File: config.mk
export PLATFORM = sky130hd
export DESIGN_NAME = aq_spsram_1024x64_ctrl
export DESIGN_NICKNAME = d
export VERILOG_FILES = /design/src/rtl/aq_spsram_1024x64_ctrl_pkg.sv /design/src/rtl/aq_spsram_1024x64_ctrl_rsp_fifo.sv /design/src/rtl/aq_spsram_1024x64_ctrl.sv
export SDC_FILE = /design/constraint.sdc
export NUM_CORES = 1
export LEC_CHECK = 0
export CORE_UTILIZATION = 43
export CTS_CLUSTER_SIZE = 12
export DETAILED_ROUTE_END_ITERATION = 6
export PLACE_DENSITY = 0.83
export SKIP_LAST_GASP = 1
export SYNTH_ARGS = -nofsm -noshare
export SYNTH_HDL_FRONTEND = slang
export SYNTH_HIERARCHICAL = 1
export SYNTH_SLANG_ARGS = --single-unit
File: constraint.sdc
create_clock -name forever_cpuclk -period 8 [get_ports forever_cpuclk]
set_input_delay 2.4 -clock forever_cpuclk [delete_from_list [all_inputs] [get_ports forever_cpuclk]]
set_output_delay 2.4 -clock forever_cpuclk [all_outputs]
set_load 0.02 [all_outputs]
File: src/rtl/aq_spsram_1024x64_ctrl_pkg.sv
// Shared types and constants for the 1024x64 single-port SRAM request controller.
package aq_spsram_1024x64_ctrl_pkg;

  typedef enum logic [1:0] {
    ST_RST  = 2'b00,
    ST_INIT = 2'b01,
    ST_RUN  = 2'b10
  } ctrl_st_e;

  localparam int RAM_DEPTH = 1024;
  localparam int BE_WIDTH  = 8;

  // Byte enables (active-high) expanded to the macro's active-low bit-write enables.
  function automatic logic [BE_WIDTH*8-1:0] be_to_wen(input logic [BE_WIDTH-1:0] be);
    logic [BE_WIDTH*8-1:0] wen;
    for (int i = 0; i < BE_WIDTH; i++) wen[8*i +: 8] = {8{~be[i]}};
    return wen;
  endfunction

endpackage

File: src/rtl/aq_spsram_1024x64_ctrl_rsp_fifo.sv
// Small synchronous response FIFO; push and pop may coincide, including when full.
module aq_spsram_1024x64_ctrl_rsp_fifo #(
  parameter int DEPTH = 3,
  parameter int WIDTH = 64
) (
  input  logic             clk,
  input  logic             rst,
  input  logic             push,
  input  logic [WIDTH-1:0] din,
  input  logic             pop,
  output logic [WIDTH-1:0] dout,
  output logic             full,
  output logic             empty
);
  localparam int PW = (DEPTH > 1) ? $clog2(DEPTH) : 1;
  localparam int CW = $clog2(DEPTH + 1);

  logic [WIDTH-1:0] mem_q [DEPTH];
  logic [WIDTH-1:0] mem_d [DEPTH];
  logic [PW-1:0]    rd_ptr_q, rd_ptr_d, wr_ptr_q, wr_ptr_d;
  logic [CW-1:0]    cnt_q, cnt_d;
  logic             do_push, do_pop;

  function automatic logic [PW-1:0] nxt(input logic [PW-1:0] p);
    return (p == PW'(DEPTH - 1)) ? '0 : p + 1'b1;
  endfunction

  assign full    = (cnt_q == CW'(DEPTH));
  assign empty   = (cnt_q == '0);
  assign dout    = mem_q[rd_ptr_q];
  assign do_pop  = pop && !empty;
  assign do_push = push && (!full || do_pop);

  always_comb begin
    mem_d    = mem_q;
    rd_ptr_d = rd_ptr_q;
    wr_ptr_d = wr_ptr_q;
    cnt_d    = cnt_q;
    if (do_push) begin
      mem_d[wr_ptr_q] = din;
      wr_ptr_d        = nxt(wr_ptr_q);
    end
    if (do_pop) rd_ptr_d = nxt(rd_ptr_q);
    if (do_push && !do_pop) cnt_d = cnt_q + 1'b1;
    else if (!do_push && do_pop) cnt_d = cnt_q - 1'b1;
  end

  always_ff @(posedge clk or posedge rst) begin
    if (rst) begin
      for (int i = 0; i < DEPTH; i++) mem_q[i] <= '0;
      rd_ptr_q <= '0;
      wr_ptr_q <= '0;
      cnt_q    <= '0;
    end else begin
      mem_q    <= mem_d;
      rd_ptr_q <= rd_ptr_d;
      wr_ptr_q <= wr_ptr_d;
      cnt_q    <= cnt_d;
    end
  end

endmodule

File: src/rtl/aq_spsram_1024x64_ctrl.sv
// Valid/ready request front end for the 1024x64 SRAM macro: zero-fill after reset,
// then one access per cycle with credit-limited reads returned through a small FIFO.
module aq_spsram_1024x64_ctrl
  import aq_spsram_1024x64_ctrl_pkg::*;
#(
  parameter int ADDR_WIDTH = 10,
  parameter int DATA_WIDTH = 64,
  parameter int RSP_DEPTH  = 3,
  parameter int INIT_EN    = 1
) (
  input  logic                  forever_cpuclk,
  input  logic                  cpurst,
  input  logic                  req_vld,
  output logic                  req_rdy,
  input  logic                  req_wr,
  input  logic [ADDR_WIDTH-1:0] req_addr,
  input  logic [DATA_WIDTH-1:0] req_wdata,
  input  logic [BE_WIDTH-1:0]   req_be,
  output logic                  rsp_vld,
  input  logic                  rsp_rdy,
  output logic [DATA_WIDTH-1:0] rsp_rdata,
  output logic                  init_done,
  output logic [ADDR_WIDTH-1:0] ram_a,
  output logic                  ram_cen,
  output logic                  ram_gwen,
  output logic [DATA_WIDTH-1:0] ram_wen,
  output logic [DATA_WIDTH-1:0] ram_d,
  input  logic [DATA_WIDTH-1:0] ram_q
);
  localparam int CW = $clog2(RSP_DEPTH + 1);

  ctrl_st_e              st_q, st_d;
  logic [ADDR_WIDTH-1:0] cnt_q, cnt_d;
  logic [CW-1:0]         outst_q, outst_d;
  logic                  rd_pend_q, rd_pend_d;
  logic                  run, acc_rd, acc_wr, pop, fifo_full, fifo_empty;

  assign run       = (st_q == ST_RUN);
  assign init_done = run;
  // Credits only look at registered state, so rsp_rdy never reaches req_rdy.
  assign req_rdy   = run && (req_wr || ((outst_q < CW'(RSP_DEPTH)) && !fifo_full));
  assign acc_wr    = req_vld && req_rdy && req_wr;
  assign acc_rd    = req_vld && req_rdy && !req_wr;
  assign rsp_vld   = !fifo_empty;
  assign pop       = rsp_vld && rsp_rdy;
  assign rd_pend_d = acc_rd;

  always_comb begin
    st_d  = st_q;
    cnt_d = cnt_q;
    unique case (st_q)
      ST_RST: begin
        cnt_d = '0;
        st_d  = (INIT_EN != 0) ? ST_INIT : ST_RUN;
      end
      ST_INIT: begin
        cnt_d = cnt_q + 1'b1;
        if (cnt_q == ADDR_WIDTH'(RAM_DEPTH - 1)) st_d = ST_RUN;
      end
      ST_RUN:  st_d = ST_RUN;
      default: st_d = ST_RST;
    endcase
  end

  always_comb begin
    outst_d = outst_q;
    if (acc_rd && !pop) outst_d = outst_q + 1'b1;
    else if (!acc_rd && pop) outst_d = outst_q - 1'b1;
  end

  always_comb begin
    ram_cen  = 1'b1;
    ram_gwen = 1'b1;
    ram_wen  = '1;
    ram_a    = '0;
    ram_d    = '0;
    if (st_q == ST_INIT) begin
      ram_cen  = 1'b0;
      ram_gwen = 1'b0;
      ram_wen  = '0;
      ram_a    = cnt_q;
    end else if (acc_wr && (req_be != '0)) begin
      ram_cen  = 1'b0;
      ram_gwen = 1'b0;
      ram_wen  = be_to_wen(req_be);
      ram_a    = req_addr;
      ram_d    = req_wdata;
    end else if (acc_rd) begin
      ram_cen  = 1'b0;
      ram_a    = req_addr;
    end
  end

  always_ff @(posedge forever_cpuclk or posedge cpurst) begin
    if (cpurst) begin
      st_q      <= ST_RST;
      cnt_q     <= '0;
      outst_q   <= '0;
      rd_pend_q <= 1'b0;
    end else begin
      st_q      <= st_d;
      cnt_q     <= cnt_d;
      outst_q   <= outst_d;
      rd_pend_q <= rd_pend_d;
    end
  end

  // Macro Q is valid the cycle after the read enable, so capture it one cycle late.
  aq_spsram_1024x64_ctrl_rsp_fifo #(
    .DEPTH (RSP_DEPTH),
    .WIDTH (DATA_WIDTH)
  ) u_rsp_fifo (
    .clk   (forever_cpuclk),
    .rst   (cpurst),
    .push  (rd_pend_q),
    .din   (ram_q),
    .pop   (pop),
    .dout  (rsp_rdata),
    .full  (fifo_full),
    .empty (fifo_empty)
  );

endmodule

== Word-level counts from Yosys, hierarchy flattened ==
Cells that the tools add are included.
W data, S select, Z words.
Word-level totals
  logic and storage cells: 94
  bits in registers: 213
  input port bits: 151
Cells by class
  equality and inequality tests: 7
  bitwise logic cells: 10
  order comparisons: 4
  multiplexer cells: 27
  reduce and logical (&&, ||, !) cells: 29
  $add $sub $neg: 7
Operator list (count)
  $mux W64: 7
  $bwmux W192: 1
  $bmux W64 S2: 1
  $demux W64 S2: 1
  $mux W10: 3
  $pmux W10 S2: 1
  $logic_and A1 B1 Y1: 14
  $mux W2: 7
  $add A10 B1 Y10 const B: 1
  $eq A10 B10 Y1 const B: 1
  $add A2 B1 Y2 const B: 4
  $eq A2 B2 Y1 const B: 4
  $not A1 Y1: 8
  $reduce_bool A8 Y1: 1
  $logic_not A1 Y1: 7
  $ge A3 B3 Y1 const B: 2
  $not A2 Y3: 2
  $pmux W2 S3: 1
  $reduce_bool A2 Y1: 3
  $mux W1: 5
  $logic_not A2 Y1: 2
  $sub A2 B1 Y2 const B: 2
  $lt A3 B1 Y1 const B: 1
  $eq A2 B1 Y1 const B: 1
  other kinds (3): 4

== Depth between registers and ports, before layout ==
Gate-level depths: netlist of run 1.
  word-level depth: 11
  gate-level depth with buffers: 11
  mapped depth without buffers: 11

== By module ==
Netlist of run 1, hierarchy kept.
Modules (own cells, without submodules)
  aq_spsram_1024x64_ctrl_rsp_fifo: cells an instance 647, area each 9285.2 um^2, instances 1
  aq_spsram_1024x64_ctrl: cells an instance 248, area each 2078.2 um^2, instances 1

== Worst setup path after synthesis of run 1 ==
Ideal clock, no wire load.
  path kind: input to output
  start: in req_vld
  end: out ram_wen[10]
  required time: 5.600 ns
  path buffers: 2
  slack: 1.996 ns
  arrival time: 3.604 ns
  stages: 4
  cell sequence: and3_1 -> buf_2 -> a21oi_1 -> buf_4
On the way
  word-level cells in the longest chain between the ends: 5
RTL lines
  start, declared: line aq_spsram_1024x64_ctrl.sv:13  | input logic req_vld,
  $logic_and A1 B1 Y1 (2 in a row): line aq_spsram_1024x64_ctrl.sv:42  | assign acc_wr = req_vld && req_rdy && req_wr;
  $logic_and A1 B1 Y1: line aq_spsram_1024x64_ctrl.sv:82  | end else if (acc_wr && (req_be != '0)) begin
  $mux W64: line aq_spsram_1024x64_ctrl.sv:82
  $mux W64: line aq_spsram_1024x64_ctrl.sv:77  | if (st_q == ST_INIT) begin
  end, declared: line aq_spsram_1024x64_ctrl.sv:26  | output logic [DATA_WIDTH-1:0] ram_wen,
Every way passes these cells.

== Worst setup path in the final report of run 1 ==
  start: in req_vld
  end: out ram_d[2]
On the way
  word-level cells in the longest chain between the ends: 5
RTL lines
  $logic_and A1 B1 Y1 (2 in a row): line aq_spsram_1024x64_ctrl.sv:42
  $logic_and A1 B1 Y1: line aq_spsram_1024x64_ctrl.sv:82
  $mux W64: line aq_spsram_1024x64_ctrl.sv:82
  $mux W64: line aq_spsram_1024x64_ctrl.sv:77
  end, declared: line aq_spsram_1024x64_ctrl.sv:27  | output logic [DATA_WIDTH-1:0] ram_d,
Every way passes these cells.

==> metrics.txt, run 1 <==
worst path arrival time between 4 and 5 ns; Worst EP required between 5 and 6 ns; buffer cell driving the clock tree root clkbuf_16; fmax 0.1390 GHz; Post-synth top flop dfrtp_1; count of mapped cells out of synthesis 895; Worst setup startpoint req_vld; portion of the post-synthesis area used by sequential elements 46.91%; IR Drop Worst-Case VDD 170.1 uV; Detail Route Antenna Nets 0; dominant combinational cell family by area after synthesis multiplexers; Overall Global Routing Usage 23.72%; element type at the critical path start input pin; Iteration-0 DRC Markers 420; Syn Area/Cell 12.70 sq um; initial antenna violation count 15; number of post-CTS setup repair buffers 0; CTS Buffer Depth 3; Critical Path End Type output pin; timing endpoint of the critical path ram_d[2]; area overhead of the layout relative to synthesis 34.12%; die width approximately 160 um; final clock period utilization by the worst path 89.91%; R2R depth 8; setup total negative slack 0 ns; origin of the critical flop-to-flop path u_rsp_fifo/cnt_q[0]; Core Area between 20000 and 30000 sq um; synthesized netlist net count 1052; worst clock skew 0.01634 ns; classification of the worst setup path input pin to output pin; transition time of the tightest slew-check pin roughly 1.1 ns; vias per std cell 5.216; Critical R2R Capture u_rsp_fifo/mem_q[123]; result of the run complete, no violations; DRC violations left 0; number of synthesized register bits 213; TritonCTS Buffers 23; parity-gate share of the synthesized area counting xor and xnor cells 0.4625%; number of buffers added on ports 357; clock latency on the worst-skew pair between 0.5 and 0.6 ns; netlist area before placement about 11000 sq um; end-of-flow core utilization 58.65%; via count of the routed design between 7000 and 8000; first-pass GRT wire length 48220 um; mux share of post-synthesis cell area 29.62%; compound-gate portion of the synthesized area under 10%; adder-cell share of the synthesized area 0.6606%; Hold Path Class flop to flop; Initial DRT Pass Iterations 4; final hold vios 0; Final Max Slew Viols 0; number of hold buffers added after CTS 0; reported leakage power 6.738 nW; total wire length 33290 um; crit path max-delay cell type o211a_4; flop-to-flop setup slack 5.01 ns; pwr/cell area 140.5 nW/um^2; library cells used by synthesis 46; remaining global-route overflow 0; Worst Path Max Fanout 64; Die Footprint 27080 sq um; deepest level of the CTS H-tree 1; sink count of the clock tree 213; top-level I/O count ~360; stage delay of the slowest cell on the critical path 0.62 ns; vias in the first global route just over 8000; clock period minus final worst setup slack 7.192 ns; setup violators final 0; Row Count 59; RSZ-0062 raised after global routing no; global placer's final weighted congestion 0.8718; cells resized by post-CTS repair 0; count of flip-flops with a built-in enable after synthesis 0; relative slew slack 25.28%; CTS tree done; routed len/inst approximately 22 um; share of flip-flops with an asynchronous set or reset after synthesis between 90% and 100%; clock slew at the register clock pins of the worst setup and hold paths 0.06 ns; starting utilization of the core area 43.73%; count of synthesis-stage warnings from yosys 6; pin count of the biggest net entering global routing 142; simple-gate portion of the synthesized area 8.511%; Post-DP HPWL 22960 um; net count of the finished layout between 1000 and 1500; critical path's most frequent cell clkdlybuf4s50_1; Max-Cap Viols 0; share of post-route cells with drive strength above 1 24.60%; CP cell instances clkdlybuf4s50_1 > and3_1 > o211a_4 > and2_2 > clkdlybuf4s50_1; die height between 150 and 200 um
[through the flow]
stage / hold WS, ns / cells / area, sq um / setup slack, ns / total power (W)
after floorplan: 0.4419 / 895 / 11360 / 0.2027 / 0.001116
after global placement: 0.4598 / 1488 / 14580 / 0.8990 / 0.001217
after detailed placement: 0.4653 / 1488 / 14580 / 0.8412 / 0.001216
after CTS: 0.4786 / 1522 / 15220 / 0.8309 / 0.002169
after global routing: 0.5150 / 1529 / 15240 / 0.6985 / 0.002219
final: 0.4802 / 1530 / 15240 / 0.8076 / 0.002141
[cells by family after synthesis]
| family | after synthesis |
|---|---|
| AO/OA/AOI/OAI | 109 |
| XOR/XNOR | 6 |
| adder cells (fa/ha/maj) | 6 |
| buffers and inverters | 124 |
| flip-flops | 213 |
| multiplexers | 271 |
| AND/OR/NAND/NOR | 166 |
[worst min-delay path by stage]
stage	startpoint	end	slack [ns]	depth (start not counted)
after floorplan	outst_q[1]	outst_q[1]	0.44	1
after global placement	outst_q[1]	outst_q[1]	0.46	1
after detailed placement	outst_q[1]	outst_q[1]	0.47	1
after CTS	outst_q[1]	outst_q[1]	0.48	1
after global routing	u_rsp_fifo/mem_q[127]	u_rsp_fifo/mem_q[127]	0.52	1
final	outst_q[1]	outst_q[1]	0.48	1
[power by group]
part,internal (W),total (W),leakage [nW],switching (W)
clock network,0.000539,0.000944,0.320,0.000405
registers,0.00108,0.00108,2.96,0
logic,0.0000675,0.000119,3.46,0.0000514
[cell type report]
class,instances,area [sq um]
diodes,8,20.02
clock buffers,30,621.8
clock inverters,4,23.77
fillers,2101,10740
inverters,11,48.80
multi-input cells,558,5094
flip-flops and latches,213,5335
well taps,335,419.2
repair buffers,371,3679
[worst max-delay path: cells and delay by family]
kind | cells | cell delay (ns)
buffers and inverters | 2 | 1.10
and+or+nand+nor | 2 | 0.66
AOI/OAI and AO/OA | 1 | 0.62
[flip-flops by register name (all words and copies together), names as in the netlist]
name / count
cnt_q: 10
outst_q: 2
rd_pend_q: 1
st_q: 2
u_rsp_fifo/cnt_q: 2
u_rsp_fifo/mem_q: 192
u_rsp_fifo/rd_ptr_q: 2
u_rsp_fifo/wr_ptr_q: 2
[routing by layer]
metal  track usage (%)  routed length [um]
met1             28.87               13400
met2             39.09               16180
met3             6.102                2598
met4             11.38                1071
met5                 0                  37
[synthesized netlist by cell type (all sizes together), types with 2 or more instances]
cell	n	share of area (%)
a21o	2	0.13
xor2	4	0.31
nand3	4	0.18
a21oi	21	0.92
nand2	71	2.3
xnor2	2	0.15
nand4	5	0.28
o41ai	2	0.15
clkbuf	12	0.40
ha	6	0.66
o311ai	2	0.15
mux2i	76	6.7
buf	101	7.7
o31ai	2	0.13
nor3	2	0.088
nor2	5	0.17
and4b	2	0.21
inv	11	0.36
dfrtp	213	47
or4	2	0.20
o21ai	71	3.1
mux2	195	23
and2	68	4.6
nor2b	2	0.11
[cells in the final DEF (no fill, tap or decap), types with 8 or more instances in the layout]
cell	count
mux2_4	109
inv_1	10
nand2_1	71
a21oi_1	21
dfrtp_1	211
diode_2	8
buf_4	14
mux2i_1	76
o21ai_0	71
clkbuf_16	23
mux2_2	86
and2_4	37
clkdlybuf4s50_1	357
and2_1	27
(Power assumes the default switching activity.)
==> run 2, diff against run 1 <==
--- a/config.mk
+++ b/config.mk
@@ -10,6 +10,7 @@
 export DETAILED_ROUTE_END_ITERATION = 6
 export PLACE_DENSITY = 0.83
 export SKIP_LAST_GASP = 1
+export SLEW_MARGIN = 20
 export SYNTH_ARGS = -nofsm -noshare
 export SYNTH_HDL_FRONTEND = slang
 export SYNTH_HIERARCHICAL = 1
==> results of run 2 <==
The final DEF is identical to that of run 1; final timing and power are the same.
